<file path="src/rtl/cpu_types_pkg.sv">
// rtl/cpu_types_pkg.sv - shared ALU opcode and operand-loader state types
package cpu_types_pkg;

    // ALU opcode presented on alu_if.aluOp; encodings follow the 4-bit switch field.
    typedef enum logic [3:0] {
        ALU_SLL  = 4'd0,
        ALU_SRL  = 4'd1,
        ALU_ADD  = 4'd2,
        ALU_SUB  = 4'd3,
        ALU_AND  = 4'd4,
        ALU_OR   = 4'd5,
        ALU_XOR  = 4'd6,
        ALU_NOR  = 4'd7,
        ALU_SLT  = 4'd8,
        ALU_SLTU = 4'd9
    } aluop_t;

    // Operand entry sequence; encoding is shown on the board LEDs.
    typedef enum logic [1:0] {
        S_A    = 2'd0,
        S_B    = 2'd1,
        S_OP   = 2'd2,
        S_DONE = 2'd3
    } loader_state_t;

endpackage

</file>
<file path="src/rtl/key_debounce.sv">
// rtl/key_debounce.sv - synchronizer, debouncer and press detector for one push-button
//
// Ports:
//   CLK    in  system clock
//   nRST   in  asynchronous reset, active-low
//   key_n  in  raw push-button, active-low, asynchronous
//   press  out one-cycle pulse on an accepted press (debounced 1->0)
module key_debounce #(
    parameter int DEBOUNCE_CYCLES = 500000
) (
    input  logic CLK,
    input  logic nRST,
    input  logic key_n,
    output logic press
);

    localparam int CNT_W = (DEBOUNCE_CYCLES > 1) ? $clog2(DEBOUNCE_CYCLES + 1) : 1;
    localparam logic [CNT_W-1:0] CNT_LAST = CNT_W'(DEBOUNCE_CYCLES - 1);

    logic             sync1_q, sync2_q;
    logic [1:0]       primed_q, primed_d;
    logic             armed_q, armed_d;
    logic             deb_q, deb_d;
    logic             deb_prev_q;
    logic [CNT_W-1:0] cnt_q, cnt_d;
    logic             press_q, press_d;

    always_comb begin
        deb_d = deb_q;
        cnt_d = cnt_q;
        if (sync2_q == deb_q) begin
            cnt_d = '0;
        end else if (cnt_q >= CNT_LAST) begin
            // Nth consecutive differing cycle: accept the new level.
            deb_d = sync2_q;
            cnt_d = '0;
        end else begin
            cnt_d = cnt_q + 1'b1;
        end
    end

    // The synchronizer resets to "released", so its output is not trustworthy
    // until two edges after reset. Only a genuinely observed released level
    // arms the detector; a key held through reset therefore never pulses.
    always_comb begin
        primed_d = {primed_q[0], 1'b1};
        armed_d  = armed_q | (primed_q[1] & sync2_q);
        press_d  = armed_q & deb_prev_q & ~deb_q;
    end

    always_ff @(posedge CLK or negedge nRST) begin
        if (!nRST) begin
            sync1_q    <= 1'b1;
            sync2_q    <= 1'b1;
            primed_q   <= 2'b00;
            armed_q    <= 1'b0;
            deb_q      <= 1'b1;
            deb_prev_q <= 1'b1;
            cnt_q      <= '0;
            press_q    <= 1'b0;
        end else begin
            sync1_q    <= key_n;
            sync2_q    <= sync1_q;
            primed_q   <= primed_d;
            armed_q    <= armed_d;
            deb_q      <= deb_d;
            deb_prev_q <= deb_q;
            cnt_q      <= cnt_d;
            press_q    <= press_d;
        end
    end

    assign press = press_q;

endmodule

</file>
<file path="src/rtl/alu_operand_loader.sv">
// rtl/alu_operand_loader.sv - board-key front end loading ALU operands and opcode
//
// Ports:
//   CLK       in  system clock
//   nRST      in  asynchronous reset, active-low
//   key_n     in  raw push-buttons, active-low; [0]=enter, [1]=cancel, [3:2] unused
//   sw        in  raw switches; [15:0] data, [16] sign-fill, [3:0] opcode, [17] unused
//   portA     out operand A
//   portB     out operand B
//   aluOp     out opcode
//   op_valid  out high while a complete A/B/op set is held
//   state     out FSM state for LED display
module alu_operand_loader
    import cpu_types_pkg::*;
#(
    parameter int DEBOUNCE_CYCLES = 500000,
    parameter int SW_W            = 16,
    parameter int DATA_W          = 32
) (
    input  logic              CLK,
    input  logic              nRST,
    input  logic [3:0]        key_n,
    input  logic [17:0]       sw,
    output logic [DATA_W-1:0] portA,
    output logic [DATA_W-1:0] portB,
    output aluop_t            aluOp,
    output logic              op_valid,
    output logic [1:0]        state
);

    logic [17:0]       sw_s1_q, sw_s2_q;
    logic [1:0]        spare_s1_q, spare_s2_q;
    logic              enter_press, cancel_press;
    logic [DATA_W-1:0] operand;

    loader_state_t     state_q, state_d;
    logic [DATA_W-1:0] port_a_q, port_a_d;
    logic [DATA_W-1:0] port_b_q, port_b_d;
    aluop_t            alu_op_q, alu_op_d;
    logic              op_valid_q, op_valid_d;

    logic              unused_ok;

    key_debounce #(.DEBOUNCE_CYCLES(DEBOUNCE_CYCLES)) u_key_enter (
        .CLK   (CLK),
        .nRST  (nRST),
        .key_n (key_n[0]),
        .press (enter_press)
    );

    key_debounce #(.DEBOUNCE_CYCLES(DEBOUNCE_CYCLES)) u_key_cancel (
        .CLK   (CLK),
        .nRST  (nRST),
        .key_n (key_n[1]),
        .press (cancel_press)
    );

    always_ff @(posedge CLK or negedge nRST) begin
        if (!nRST) begin
            sw_s1_q    <= '0;
            sw_s2_q    <= '0;
            spare_s1_q <= 2'b11;
            spare_s2_q <= 2'b11;
        end else begin
            sw_s1_q    <= sw;
            sw_s2_q    <= sw_s1_q;
            spare_s1_q <= key_n[3:2];
            spare_s2_q <= spare_s1_q;
        end
    end

    // Switch data zero- or one-filled to the ALU width by sw[16].
    assign operand = {{(DATA_W-SW_W){sw_s2_q[16]}}, sw_s2_q[SW_W-1:0]};

    always_comb begin
        state_d    = state_q;
        port_a_d   = port_a_q;
        port_b_d   = port_b_q;
        alu_op_d   = alu_op_q;
        op_valid_d = op_valid_q;
        if (cancel_press) begin
            // Cancel wins over a coincident enter.
            state_d    = S_A;
            port_a_d   = '0;
            port_b_d   = '0;
            alu_op_d   = aluop_t'(4'd0);
            op_valid_d = 1'b0;
        end else if (enter_press) begin
            case (state_q)
                S_A: begin
                    port_a_d = operand;
                    state_d  = S_B;
                end
                S_B: begin
                    port_b_d = operand;
                    state_d  = S_OP;
                end
                S_OP: begin
                    alu_op_d   = aluop_t'(sw_s2_q[3:0]);
                    op_valid_d = 1'b1;
                    state_d    = S_DONE;
                end
                S_DONE: begin
                    op_valid_d = 1'b0;
                    state_d    = S_A;
                end
                default: state_d = S_A;
            endcase
        end
    end

    always_ff @(posedge CLK or negedge nRST) begin
        if (!nRST) begin
            state_q    <= S_A;
            port_a_q   <= '0;
            port_b_q   <= '0;
            alu_op_q   <= aluop_t'(4'd0);
            op_valid_q <= 1'b0;
        end else begin
            state_q    <= state_d;
            port_a_q   <= port_a_d;
            port_b_q   <= port_b_d;
            alu_op_q   <= alu_op_d;
            op_valid_q <= op_valid_d;
        end
    end

    assign portA    = port_a_q;
    assign portB    = port_b_q;
    assign aluOp    = alu_op_q;
    assign op_valid = op_valid_q;
    assign state    = state_q;

    // Spare keys and sw[17] are synchronized but have no function.
    assign unused_ok = ^{sw_s2_q[17], spare_s2_q};

endmodule
</file>
<file path="config.mk">
export PLATFORM = sky130hd
export DESIGN_NAME = alu_operand_loader
export DESIGN_NICKNAME = d
export VERILOG_FILES = /design/src/rtl/cpu_types_pkg.sv /design/src/rtl/key_debounce.sv /design/src/rtl/alu_operand_loader.sv
export SDC_FILE = /design/constraint.sdc
export NUM_CORES = 1
export LEC_CHECK = 0
export CAP_MARGIN = 20
export CORE_MARGIN = 2
export CORE_UTILIZATION = 51
export DETAILED_ROUTE_END_ITERATION = 8
export DONT_BUFFER_PORTS = 1
export PLACE_DENSITY_LB_ADDON = 0.08
export SLEW_MARGIN = 30
export SYNTH_ARGS = -nofsm -noshare
export SYNTH_HDL_FRONTEND = slang
export SYNTH_SLANG_ARGS = --single-unit
</file>
<file path="constraint.sdc">
create_clock -name CLK -period 6.1 [get_ports CLK]
set_input_delay 0.915 -clock CLK [delete_from_list [all_inputs] [get_ports CLK]]
set_output_delay 0.915 -clock CLK [all_outputs]
set_load 0.02 [all_outputs]
</file>
; ---- Yosys cells after proc, flatten, opt, wreduce, memory -nomap -nowiden
; Cells that the tools add are included.
[word_totals]
output_inout_bits = 71
wordCells = 75
in_bits = 24
reg_bits = 159
[classes]
n_bitwise = 12
n_addsub = 2
mux = 19
n_reduce_logical = 12
order_cmp = 2
eq_ne = 5
[op_table]
columns = cell, n
row1 = 2-to-1 mux 32 bit, 6
row2 = 2-to-1 mux 19 bit, 4
row3 = adder 19 x 1 -> 19 bit (second input constant), 2
row4 = greater-or-equal comparator 19 bit (second input constant), 2
row5 = 2-to-1 mux 4 bit, 3
row6 = AND reduction 2 bit, 6
row7 = case mux 2 bit (4 select lines), 1
row8 = nonzero test 2 bit, 4
row9 = AND 1 bit, 6
row10 = equality test 2 bit (second input constant), 2
row11 = 2-to-1 mux 2 bit, 2
row12 = NOT 1 bit, 4
row13 = nonzero test 3 bit, 1
row14 = equality test 1 bit, 2
row15 = equality test 2 x 1 -> 1 bit (second input constant), 1
row16 = zero test 2 bit, 1
row17 = 2-to-1 mux 1 bit, 2
row18 = OR 1 bit, 2
row19 = case mux 1 bit (2 select lines), 1

; ---- Longest topological paths before layout
; Gate-level depths: netlist of the first run.
[depth]
ltp_word = 4
ltp_mapped = 7
ltp_nobuf = 5

; ---- By module
; From an unflattened synthesis of the first run, not the netlist that was laid out.
[unflattened]
cells_unflattened = 465
hier_area_um2 = 5637.9
[modules_own_cells]
columns = module, instances, area_per_inst_um2, cells_each, seq_area_each_um2
row1 = alu_operand_loader, 1, 3029.2, 226, 1876.8
row2 = key_debounce (u_key_cancel), 1, 1361.3, 122, 680.7
row3 = key_debounce (u_key_enter), 1, 1247.4, 117, 680.7

; ---- Worst setup path after synthesis of the first run
; OpenSTA, ideal clock, no wires.
[synth_path]
path_type = flip-flop to flip-flop
start = register u_key_cancel.cnt_q[0]
end = register u_key_cancel.cnt_q[10]
path_slack_ns = 3.969
period_less_slack_ns = 2.131
arrival_ns = 2.045
setup_ns = 0.086
path_stages_with_launch = 7
path_buffers = 1
required_time_ns = 6.014
cell_sequence = dfrtp_1 -> ha_1 -> a21o_1 -> a2111oi_0 -> nor3_2 -> clkbuf_1 -> nor3_1
[synth_between]
elab_chain_len = 3
word_cells_on_any_way = 4
cone_classes = add/sub: 1 / order compare: 1 / mux: 2
[synth_lines]
columns = element, line
row1 = from (decl), key_debounce.sv:25  ; logic [CNT_W-1:0] cnt_q, cnt_d;
row2 = from (signal assigned), key_debounce.sv:68  ; cnt_q <= cnt_d;
row3 = adder 19 x 1 -> 19 bit / greater-or-equal comparator 19 bit (equally long branches), "key_debounce.sv:38, key_debounce.sv:33"
row4 = 2-to-1 mux 19 bit *, key_debounce.sv:33  ; end else if (cnt_q >= CNT_LAST) begin
row5 = 2-to-1 mux 19 bit *, key_debounce.sv:31  ; if (sync2_q == deb_q) begin
row6 = via u_key_cancel.cnt_d[10], key_debounce.sv:25
; The timed path passes the listed nets; every way through them passes the cells marked *.
; A chain may end at the register's enable or synchronous reset.

==> results.md, run 1 <==
* Fin crit period at ~2.5 ns
* Sequential power share at 46.4%
* First-pass GRT wire length at 16200 um
* Layer carrying the most global-route usage: met2
* Netlist cell types at 40
* Die width at 106 um
* GRT met1 Usage at 23.8%
* Post-cts sizing count at 0
* I/O Pins at 95
* ANT nets after route at 0
* Yosys warns at 0
* Final cycle utilization of the critical path at 40.6%
* Most frequent cells in the layout: dfrtp_1 (117), nand2_1 (89), a21oi_1 (40)
* DRC errors left at 0
* Overall Global Routing Usage at a little under a fifth
* GP Congestion at 0.776
* Cell Rows at 37
* Placed Area at 0.00517 mm2
* Syn Nets at 524
* IO Port Bufs at 0
* DR iter-0 viols at about 250
* Share of layout cells above drive strength 1 at 11.1%
* Initial Utilization at 51.6%
* Post-CTS setup buffer count at 0
* Crit path capture type: primary output
* Commonest non-fill, non-tap cell in the layout: dfrtp_1
* Initial antenna violation count at 0
* Longest Clk Path Bufs at 2
* Clock Latency Late Sink at 0.52 ns
* Final Max Slew Viols at 0
* Worst path arrival time at 1.56 ns
* Hpwl dp at 5970 um
* Mean Syn Cell Area at 10.7 um2
* Pre-antenna DRT Iters at 4
* Setup tns final at 0 ns
* #FFs+latches synth at around 130
* Switch share at 19.6%
* Status: complete, no violations
* DR vias at 3355
* NetSw at 0.000368 W
* CP startpoint kind: flip-flop
* WL per Instance at 15.7 um
* Fin. Hold Viols at 0
* Maximum clock rate at slightly above 400 MHz
* Grt total ovfl at 0
* Mapped cell area at 0.00526 mm2
* Crit path kind: flip-flop to primary output
* Max Fanout on Critical Path at 17
* CTS tree: done
* Drt total wl at 9610 um
* Hold Buf Count CTS at 0
* Clock Skew at 0.00517 ns
* Unrepaired setup endpoints after global routing: no
* Clk sinks at 127
* Met2 GRT Util at 29.6%
* H-tree Lvls at 4
* CTS Buf Count at 17
* Actual slew at the worst max-slew pin at 0.906 ns
* Avg Vias per Cell at 5.47
* Setup violators final at 0
* Reg clk slew, reported paths at roughly 0.06 ns
* Post-Synthesis Cells at 493
* Vias in the first global route at 3312
* Full die area at approximately 0.011 mm2
* Max-Cap Viols at 0
* Type of the worst min-delay path: primary input to asynchronous set/reset pin
* P&R area growth vs syn at 9.54%
* Worst vdd ir at 0.000169 V
* Comb power frac at 0.8%
* Register area share after synthesis at roughly three fifths
* GR Layer Usage met3 at 6.06%
* Core ar. at 0.0102 mm2
* Pin count of the biggest net entering global routing at 128
* Die Ht at between 100 and 150 um
* Layout Nets at 495
* Slew Limit Headroom at 39.6%
* Pwr dens at 326 mW/mm2
* Pleak at ~2.4 nW
* CP required at 5.18 ns
* Ant. Diodes at 0
* Finished Cell Area at slightly below 0.006 mm2
* Internal power at about 0.0015 W
* Clk root buf: clkbuf_8
* Clk network pwr share at a little over half
[cell type report]
cell class / count / area [um2]
clock buffers: 22 / 453
clock inverters: 10 / 135
fillers: 874 / 4420
inverters: 14 / 52.6
multi-input cells: 301 / 1730
flip-flops and latches: 127 / 3200
well taps: 136 / 170
repair buffers: 3 / 22.5
[cells in the mapped netlist (all sizes together)]
cell,count,area [um2]
a2111oi,1,8.76
a211oi,13,97.6
a21o,3,22.5
a21oi,40,200
and2,2,12.5
and3,1,6.26
and4,2,17.5
buf,33,238
clkbuf,18,67.6
conb,1,3.75
dfrtp,119,2980
dfstp,8,210
ha,7,87.6
inv,14,52.6
mux2i,1,10.0
nand2,89,334
nand3,17,95.1
nand4,7,50.1
nor2,7,26.3
nor3,32,170
nor3b,2,15.0
nor4,5,31.3
nor4b,1,8.76
o211ai,2,15.0
o21a,1,7.51
o21ai,13,65.1
o31a,2,17.5
o31ai,6,45.0
or2,3,18.8
or3,8,52.6
or4,10,75.1
xnor2,16,140
xor2,9,78.8
[flip-flops by register name, summed over array words and instances, names as in the netlist, 2 cells and up]
signal and cells:
aluOp 4, portA 17, u_key_cancel.cnt_q 19, state 2
sw_s2_q 17, u_key_cancel.primed_q 2, u_key_enter.cnt_q 19, sw_s1_q 17
portB 17
[per-layer routing]
layer | wire [um] | up-vias | part of all wire [%]
met1 | 4330 | 1650 | 45
met5 | 0 | - | 0
met2 | 4640 | 80 | 48
met3 | 474 | 16 | 4.9
li1 | - | 1609 | -
met4 | 174 | 0 | 1.8
[power by group through the flow]
| stage | logic (W) | registers [W] | clock network (W) |
|---|---|---|---|
| 2_1_floorplan | 0.0000107 | 0.000883 | 0 |
| 3_3_place_gp | 0.0000139 | 0.000886 | 0 |
| 3_5_place_dp | 0.0000141 | 0.000886 | 0 |
| 4_1_cts | 0.0000142 | 0.000871 | 0.00102 |
| 5_1_grt | 0.0000160 | 0.000873 | 0.00105 |
| 6_report | 0.0000141 | 0.000871 | 0.000992 |
[worst paths after layout]
| check | endpoint | startpoint | cells past startpoint | slack, ns |
|---|---|---|---|---|
| setup / recovery | portB[19] | portB[30] | 0 | 3.62 |
| hold reg to reg | sw_s2_q[5] | sw_s1_q[5] | 0 | 0.34 |
| setup reg to reg | u_key_enter.cnt_q[17] | u_key_enter.cnt_q[5] | 4 | 3.95 |
| max in group asynchronous | u_key_cancel.sync2_q | nRST | 0 | 5.74 |
| min in group CLK | sw_s2_q[5] | sw_s1_q[5] | 0 | 0.34 |
| hold / removal | portA[2] | nRST | 0 | 0.09 |
[cell families (layout without fill, tap and decap cells)]
group	Yosys count	count (layout)	share of synthesized area, %
other cells	1	1	0.0713
mux	1	1	0.190
fa+ha+maj	7	7	1.67
buf+inv	65	49	6.80
simple gates	186	186	17.4
xor+xnor	25	25	4.16
flops	127	127	60.6
compound gates	81	81	9.11
[per-stage QoR]
stage | worst slack, ns | instances | power, W | util [%] | hold slack (ns)
floorplan | 3.97 | 493 | 0.000894 | - | 0.331
global placement | 3.63 | 581 | 0.000900 | 50.6 | 0.332
detailed placement | 3.77 | 581 | 0.000900 | 50.7 | 0.335
CTS | 3.59 | 613 | 0.00190 | 56.5 | 0.0666
global route | 3.55 | 613 | 0.00194 | 56.6 | 0.0603
finish | 3.62 | 613 | 0.00188 | 56.6 | 0.0899
(Power assumes the default switching activity.)
==> inputs of run 2 (changes only) <==
==> constraint.sdc (replaced) <==
create_clock -name CLK -period 2.39 [get_ports CLK]
set_input_delay 0.3585 -clock CLK [delete_from_list [all_inputs] [get_ports CLK]]
set_output_delay 0.3585 -clock CLK [all_outputs]
set_load 0.02 [all_outputs]
==> run 2 against run 1 <==
Effect of this change:
- the flow now finishes with violations (hold timing)
- clock skew hardly changed
- global-route usage is 0.70 points higher
- flip-flop and latch count stayed put
- design area is 3.2% higher
- clock-buffer cell count is 1 lower
- sequential share of layout area is 1.7 points lower
- worst setup slack worse by 3.4 ns
- core utilization is 1.8 points higher
- via count is 3.0% higher
- worst hold slack worse by 0.55 ns
- register-to-register slack worse by 3.8 ns
- critical path type is now flip-flop to flip-flop
- critical endpoint is now u_key_cancel.cnt_q[15]
- highest routed layer unchanged
==> results.md, run 2 (synthesized netlist as in run 1, its figures left out) <==
* I/O Pins at between 90 and 100
* Worst vdd ir at 0.000385 V
* Share of layout cells above drive strength 1 at a little under an eighth
* IO Port Bufs at 0
* Reg clk slew, reported paths at 0.06 ns
* Crit path cell chain: ha_1 -> a21o_1 -> a2111oi_0 -> buf_4 -> nor3_2 -> buf_4 -> a211oi_1
* Core ar. at 0.0102 mm2
* Overall Global Routing Usage at 19.5%
* Slowest CP cell: a2111oi_0
* First-pass GRT wire length at between 15000 and 20000 um
* Setup violators final at 0
* Status: complete, but fails checks
* Critical Path End: u_key_cancel.cnt_q[15]
* Max Fanout on Critical Path at 19
* Largest regs: u_key_cancel.cnt_q: 19 flops, u_key_enter.cnt_q: 19 flops
* Full die area at 0.0111 mm2
* Setup tns final at 0 ns
* Type of the worst min-delay path: primary input to asynchronous set/reset pin
* Worst path arrival time at 2.60 ns
* Longest Clk Path Bufs at 2
* Vias in the first global route at between 3000 and 4000
* Die Ht at around 110 um
* CP startpoint kind: flip-flop
* Grt total ovfl at 0
* Pin count of the biggest net entering global routing at 128
* CP top delay family: compound AO/OA/AOI/OAI gates
* Clk root buf: clkbuf_8
* DRC errors left at 0
* Drt total wl at a little under 10000 um
* Pre-antenna DRT Iters at 4
* Post-CTS setup buffer count at 0
* Worst R2R Setup Slack at 0.20 ns
* R2R Path Start: u_key_cancel.cnt_q[0]
* Final Max Slew Viols at 0
* Clk sinks at around 130
* Unrepaired setup endpoints after global routing: no
* CP required at 2.80 ns
* WHS at -0.459 ns
* Crit path capture type: flip-flop
* Hpwl dp at 6240 um
* Commonest non-fill, non-tap cell in the layout: dfrtp_1
* WL per Instance at approximately 15 um
* Slew Limit Headroom at 39.5%
* H-tree Lvls at 4
* Layout Nets at 519
* CP max stage delay at 0.53 ns
* CTS tree: done
* CP most frequent cell: buf_4
* WP depth at 7
* Max-Cap Viols at 0
* Die width at 106 um
* CTS Buf Count at 17
* Cell Rows at 37
* Pleak at 2.45 nW
* ANT nets after route at 0
* CP bufs+invs at 2
* Final cycle utilization of the critical path at roughly 92%
* Hold Buf Count CTS at 19
* Avg Vias per Cell at 5.43
* Most frequent cells in the layout: dfrtp_1 (117), nand2_1 (89), a21oi_1 (40)
* Worst reg2reg path depth at 7
* Fin crit period at approximately 2.2 ns
* Reg-to-reg endpoint: u_key_cancel.cnt_q[15]
* DR vias at 3456
* Ant. Diodes at 0
* Post-cts sizing count at 0
* Clock Skew at 0.00500 ns
* Critical Path Start: u_key_cancel.cnt_q[0]
* Clock Latency Late Sink at 0.51 ns
* Crit path kind: flip-flop to flip-flop
* Failing checks: hold timing
* P&R area growth vs syn at 13.0%
* Initial Utilization at about half
* Pwr dens at 787 mW/mm2
* DR iter-0 viols at roughly 160
* Maximum clock rate at roughly 460 MHz
* GP Congestion at around 0.77
* Initial antenna violation count at 0
* Fin. Hold Viols at 127
* Actual slew at the worst max-slew pin at 0.907 ns
run 2: area by class of cell:
type / count / area, um2
tap: 136 / 170
timing repair buffer: 27 / 250
fill: 871 / 4240
clock buffer: 21 / 439
multi-input combinational: 301 / 1720
clock inverter: 11 / 116
inverter: 14 / 52.6
sequential: 127 / 3200
run 2: power by group:
part | internal [W] | switching (W) | leakage [nW]
clock network | 0.00150 | 0.000889 | 0.267
registers | 0.00220 | 0.0000273 | 1.64
logic | 0.0000355 | 0.0000263 | 0.541
run 2: worst min-delay path by stage:
stage               from       end  slack (ns)  depth (start not counted)
finish              nRST  portB[1]       -0.46                          0
floorplan           nRST  aluOp[0]        0.06                          0
detailed placement  nRST  portB[1]        0.07                          0
CTS                 nRST  portB[1]       -0.48                          0
global placement    nRST  portB[0]        0.07                          0
global route        nRST  portB[1]       -0.49                          0
run 2: stage by stage:
stage	util [%]	cells	instance area, um2	total power, W	setup WS, ns
3_3_place_gp	51.0	586	5190	0.00230	0.238
4_1_cts	58.4	637	5940	0.00473	0.168
5_1_grt	58.4	637	5940	0.00485	0.0356
6_report	58.4	637	5940	0.00468	0.199
2_1_floorplan	-	493	5260	0.00228	0.259
3_5_place_dp	51.0	586	5200	0.00230	0.188
run 2: per-layer routing:
metal	vias up	part of all wire (%)	wire, um	track usage (%)
met5	-	0	0	0
met4	0	1.8	179	9.02
met3	16	5.3	519	5.57
met2	84	49	4850	30.6
met1	1708	44	4270	25.1
li1	1648	-	-	-
